`src/rtl/elevator_input_pkg.sv`:
```
`default_nettype none
// ============================================================================
//  Module   : elevator_input_pkg
//  Purpose  : Shared types and default constants for the button input path:
//             the per-channel press FSM state encoding and parameter defaults.
//  Revision : 1.0 - initial release
// ============================================================================
package elevator_input_pkg;

    // Per-channel press state: idle, held after an accepted press, auto-repeating
    typedef enum logic [1:0] {
        IDLE   = 2'd0,
        HELD   = 2'd1,
        REPEAT = 2'd2
    } ch_state_t;

    localparam int DEF_N_CH         = 4;
    localparam int DEF_DEBOUNCE_CYC = 4;
    localparam int DEF_REPEAT_EN    = 0;
    localparam int DEF_REPEAT_DLY   = 50;
    localparam int DEF_REPEAT_PER   = 10;

    // Larger of two integers, used to size the hold counter
    function automatic int max_int(input int a, input int b);
        return (a > b) ? a : b;
    endfunction

endpackage
`default_nettype wire

```
`src/rtl/button_channel.sv`:
```
`default_nettype none
// ============================================================================
//  Module   : button_channel
//  Purpose  : One button channel: 2-flop synchronizer, debounce counter and a
//             press/hold/repeat FSM producing registered press/release pulses.
//  Revision : 1.0 - initial release
// ============================================================================
module button_channel
    import elevator_input_pkg::*;
#(
    parameter int DEBOUNCE_CYC = DEF_DEBOUNCE_CYC,
    parameter int REPEAT_EN    = DEF_REPEAT_EN,
    parameter int REPEAT_DLY   = DEF_REPEAT_DLY,
    parameter int REPEAT_PER   = DEF_REPEAT_PER
) (
    input  logic Clock,
    input  logic Reset,
    input  logic in,
    output logic press,
    output logic released,
    output logic held
);

    localparam int DB_W = $clog2(DEBOUNCE_CYC + 1);
    localparam int HC_W = $clog2(max_int(REPEAT_DLY, REPEAT_PER) + 1);

    localparam logic [DB_W-1:0] DB_LAST = DB_W'(DEBOUNCE_CYC - 1);
    localparam logic [HC_W-1:0] DLY_V   = HC_W'(REPEAT_DLY);
    localparam logic [HC_W-1:0] PER_V   = HC_W'(REPEAT_PER);
    localparam logic [HC_W-1:0] HC_ONE  = HC_W'(1);
    localparam logic [HC_W-1:0] HC_MAX  = '1;

    logic            sync_meta;
    logic            sync_out;
    logic [DB_W-1:0] db_cnt;
    logic [HC_W-1:0] hold_cnt;
    ch_state_t       state;
    logic            accept;

    // A level change is accepted on the edge that completes DEBOUNCE_CYC
    // consecutive cycles of disagreement between synchronized input and held.
    assign accept = (sync_out != held) && (db_cnt == DB_LAST);

    // Two-flop synchronizer for the asynchronous button level
    always_ff @(posedge Clock) begin
        if (Reset) begin
            sync_meta <= 1'b0;
            sync_out  <= 1'b0;
        end else begin
            sync_meta <= in;
            sync_out  <= sync_meta;
        end
    end

    // Debounce, hold timing and press/repeat/release FSM with registered pulses
    always_ff @(posedge Clock) begin
        if (Reset) begin
            db_cnt   <= '0;
            held     <= 1'b0;
            press    <= 1'b0;
            released <= 1'b0;
            hold_cnt <= '0;
            state    <= IDLE;
        end else begin
            press    <= 1'b0;
            released <= 1'b0;

            if (sync_out == held) begin
                db_cnt <= '0;
            end else if (accept) begin
                db_cnt <= '0;
                held   <= ~held;
            end else begin
                db_cnt <= db_cnt + 1'b1;
            end

            // Saturating count of cycles since the last press pulse
            if (hold_cnt != HC_MAX) begin
                hold_cnt <= hold_cnt + 1'b1;
            end

            // held is 0 in IDLE and 1 in HELD/REPEAT, so accept alone
            // identifies the direction of the accepted change.
            case (state)
                IDLE: begin
                    if (accept) begin
                        state    <= HELD;
                        press    <= 1'b1;
                        hold_cnt <= HC_ONE;
                    end
                end
                HELD: begin
                    if (accept) begin
                        state    <= IDLE;
                        released <= 1'b1;
                    end else if ((REPEAT_EN != 0) && (hold_cnt == DLY_V)) begin
                        state    <= REPEAT;
                        press    <= 1'b1;
                        hold_cnt <= HC_ONE;
                    end
                end
                REPEAT: begin
                    // Release takes priority over a repeat due on the same edge
                    if (accept) begin
                        state    <= IDLE;
                        released <= 1'b1;
                    end else if (hold_cnt == PER_V) begin
                        press    <= 1'b1;
                        hold_cnt <= HC_ONE;
                    end
                end
                default: begin
                    state <= IDLE;
                end
            endcase
        end
    end

endmodule
`default_nettype wire

```
`src/rtl/button_press_detector.sv`:
```
`default_nettype none
// ============================================================================
//  Module   : button_press_detector
//  Purpose  : N_CH independent debounced button channels with press, release
//             and optional auto-repeat pulses.
//  Revision : 1.0 - initial release
// ============================================================================
module button_press_detector
    import elevator_input_pkg::*;
#(
    parameter int N_CH         = DEF_N_CH,
    parameter int DEBOUNCE_CYC = DEF_DEBOUNCE_CYC,
    parameter int REPEAT_EN    = DEF_REPEAT_EN,
    parameter int REPEAT_DLY   = DEF_REPEAT_DLY,
    parameter int REPEAT_PER   = DEF_REPEAT_PER
) (
    input  logic            Clock,
    input  logic            Reset,
    input  logic [N_CH-1:0] in,
    output logic [N_CH-1:0] press,
    output logic [N_CH-1:0] released,
    output logic [N_CH-1:0] held
);

    // One fully independent channel per button
    for (genvar i = 0; i < N_CH; i++) begin : g_ch
        button_channel #(
            .DEBOUNCE_CYC (DEBOUNCE_CYC),
            .REPEAT_EN    (REPEAT_EN),
            .REPEAT_DLY   (REPEAT_DLY),
            .REPEAT_PER   (REPEAT_PER)
        ) u_channel (
            .Clock    (Clock),
            .Reset    (Reset),
            .in       (in[i]),
            .press    (press[i]),
            .released (released[i]),
            .held     (held[i])
        );
    end

endmodule
`default_nettype wire

```
`config.mk`:
```
export PLATFORM = sky130hd
export DESIGN_NAME = button_press_detector
export DESIGN_NICKNAME = d
export VERILOG_FILES = /design/src/rtl/elevator_input_pkg.sv /design/src/rtl/button_channel.sv /design/src/rtl/button_press_detector.sv
export SDC_FILE = /design/constraint.sdc
export NUM_CORES = 1
export LEC_CHECK = 0
export BUFFER_PORTS_ARGS = -buffer_cell sky130_fd_sc_hd__buf_2
export CAP_MARGIN = 20
export CORE_UTILIZATION = 50
export CTS_BUF_LIST = sky130_fd_sc_hd__clkbuf_4 sky130_fd_sc_hd__clkbuf_8
export DETAILED_ROUTE_END_ITERATION = 7
export PLACE_DENSITY_LB_ADDON = 0.08
export SLEW_MARGIN = 10
export SYNTH_ARGS = -nofsm -noshare
export SYNTH_HDL_FRONTEND = slang
export SYNTH_SLANG_ARGS = --single-unit
```
`constraint.sdc`:
```
create_clock -name Clock -period 1.3 [get_ports Clock]
set_input_delay 0.065 -clock Clock [delete_from_list [all_inputs] [get_ports Clock]]
set_output_delay 0.065 -clock Clock [all_outputs]
set_load 0.05 [all_outputs]
```
==> flow_summary.yaml <==
drt:
  drt_iter0_drc: 4
  dr_wl_met2_microns: 741
  drtAntennaViolNets: 0
  vias: 810
  met3WireLength_microns: 84
  firstDrtPassIters: 3
  via_per_inst: 4.68
  top_layer: "met4"
  drc: 0
  wl_microns: 1690
  avgRoutedWirePerCell_microns: 9.75
  m1WireLength_microns: 846
sta:
  setup_viol: 0
  fin_setup_tns_ns: 0
  hold_viol: 0
  timing.fmax_mhz: 804
  period_needed_ns: 1.24
  tightestPinTransition_ns: 0.480
  finalMaxSlewViolations: 0
  clock_skew_ns: 0.00916
  post-route-period-util_pct: 95.6
  relSlewSlack_pct: 68.0
  rsz0062_at_grt: "false"
logic_synthesis:
  yosys.cell_count.top_type: "dfxtp_1"
  synth_top_cell_by_area: "dfxtp_1"
  synth_area_leaders: "dfxtp_1, ha_1, buf_4"
  synth_top_area_share_pct: 53.8
  synthTopCellsByCount: "dfxtp_1, nor2_1, buf_4"
  ys_seq_elements: 36
  syn_avg_cell_area_sq_um: 10.5
  ys_warn_count: 0
  async_flop_share_pct: 0
  yosysSeqAreaShare_pct: 53.8
  synthFlopType: "dfxtp_1"
  postSynthCellCount: 127
  synth_area_sq_mm: 0.00134
  ys_types: 19
  synth_edf_count: 0
  syn-num-nets: 141
power_and_ir_drop:
  p_leak_nw: 0.677
  vdd_drop_max_v: 0.000830
  power_density_mw_per_mm2: 1160
final_layout:
  multi_input_area_sq_um: 567
  area_growth_pct: 17.0
  fin_nets: 156
  num_antenna_cells: 0
  final-seq-area_sq_um: 726
  drive_above_1_share_pct: 32.2
  nFillCells: 215
  post-route-util_pct: 62.7
global_routing:
  overflow: 0
  grt_max_degree: 29
  grt_pass1_vias: 745
  grt_pass1_wl_microns: 2860
  antenna_found_initial: 0
  grt_usage_pct: 14.3
floorplanning:
  initial_utilization_pct: 53.6
  io_pins: 18
  rows: 18
  dieArea_sq_mm: 0.00289
  core_sq_mm: 0.00250
  die_x_microns: 53.7
  die-height_microns: 53.7
cts:
  clk_latency_ns: 0.32
  cts_buffer_depth: 2
  post_cts_buffers: 0
  cts_sinks: 36
  path_clk_slew_ns: 0.10
  cts_tree: "built"
  cts_buffers: 5
  cts_root_buf: "clkbuf_4"
  htree_levels: 2
placement:
  numPortBuffers: 17
  gp_congestion: 0.693
  dp_hpwl_microns: 1110
critical_path:
  critPathLaunchType: "flop"
  required_ns: 1.55
  path_class: "flop to flop"
  cpLargestDelayFamily: "simple AND/OR/NAND/NOR gates"
  arrival_ns: 1.50
  slowest_delay_ns: 0.38
  end_kind: "flop"
  critPathSlowestCell: "or3_4"
  crit_fanout: 3
  cp_num_buf_inv: 0
  crit_chain: "ha_1 > ha_2 > or3_4 > nor2_1"
run_status:
  outcome: "finished, final reports clean"
run:
  maxCapViolations: 0
hold_path:
  hold_class: "input port to flop"
metal layers:
layer / vias up / GRT usage (%)
met2: 18 / 22.0
met5: - / 0
met3: 2 / 5.93
met4: 0 / 9.21
met1: 362 / 16.1
li1: 428 / -
placed cells by master, fill, tap and decap left out, types with 2 or more instances in the layout:
cell	n
dfxtp_2	4
mux2i_1	4
nor2b_1	6
or3_1	2
dlygate4sd3_1	4
buf_2	17
nand2b_1	4
buf_4	2
and3_1	8
clkbuf_4	7
nor4_2	4
dfxtp_1	32
ha_2	2
ha_4	5
xnor2_1	4
inv_1	7
or3_4	2
nor2_1	16
and2b_1	5
o21ai_0	3
what timing repair did:
action	in CTS	in global routing
endpoints found under the hold margin	4	0
hold buffers	4	0
gates cloned	0	0
setup endpoints to repair	1	12
resized for setup	1	22
pin swaps	0	6
state kept, by name, indices dropped and copies added (netlist names):
name / flops
g_ch.u_channel.held: 4
g_ch.u_channel.db_cnt: 12
g_ch.u_channel.sync_out: 4
g_ch.u_channel.released: 4
g_ch.u_channel.press: 4
g_ch.u_channel.sync_meta: 4
g_ch.u_channel.state: 4
cell families after synthesis:
kind of cell	after synthesis	share of synthesized area, %
buffers and inverters	23	11.2
adder cells (fa/ha/maj)	8	7.48
flip-flops	36	53.8
AND/OR/NAND/NOR	48	20.2
multiplexers	4	2.99
AO/OA/AOI/OAI	4	1.68
XOR/XNOR	4	2.62
final timing paths:
check                                              endpoint  slack (ns)  depth (start not counted)                         from
worst max-delay path            g_ch[3].u_channel.db_cnt[0]        0.06                          4  g_ch[3].u_channel.db_cnt[0]
worst min-delay path                 g_ch[0].u_channel.held        0.18                          2                        Reset
worst max register to register  g_ch[3].u_channel.db_cnt[0]        0.06                          4  g_ch[3].u_channel.db_cnt[0]
worst min register to register  g_ch[2].u_channel.db_cnt[0]        0.41                          1  g_ch[2].u_channel.db_cnt[0]
metrics by stage:
step	worst slack, ns	instances	total power, mW	cell area (sq um)	hold WS (ns)
CTS	0.00966	173	1.85	1470	0.146
global placement	0.0442	161	1.19	1360	0.276
finish	0.0569	173	1.82	1570	0.177
detailed placement	0.0304	161	1.19	1360	0.280
floorplan	0.0742	127	1.19	1340	0.193
global route	0.00732	173	1.92	1570	0.184
final cells by class:
class / count / area share [%]
well taps: 30 / 2.40
multi-input cells: 68 / 36.2
inverters: 8 / 1.92
flip-flops and latches: 36 / 46.3
repair buffers: 23 / 8.95
clock buffers: 8 / 4.23
report_power, final:
part           internal, mW  switching [mW]
logic                0.0300          0.0268
clock network         0.309           0.328
registers              1.12         0.00764
No activity file was read; power rests on OpenSTA's default activity.
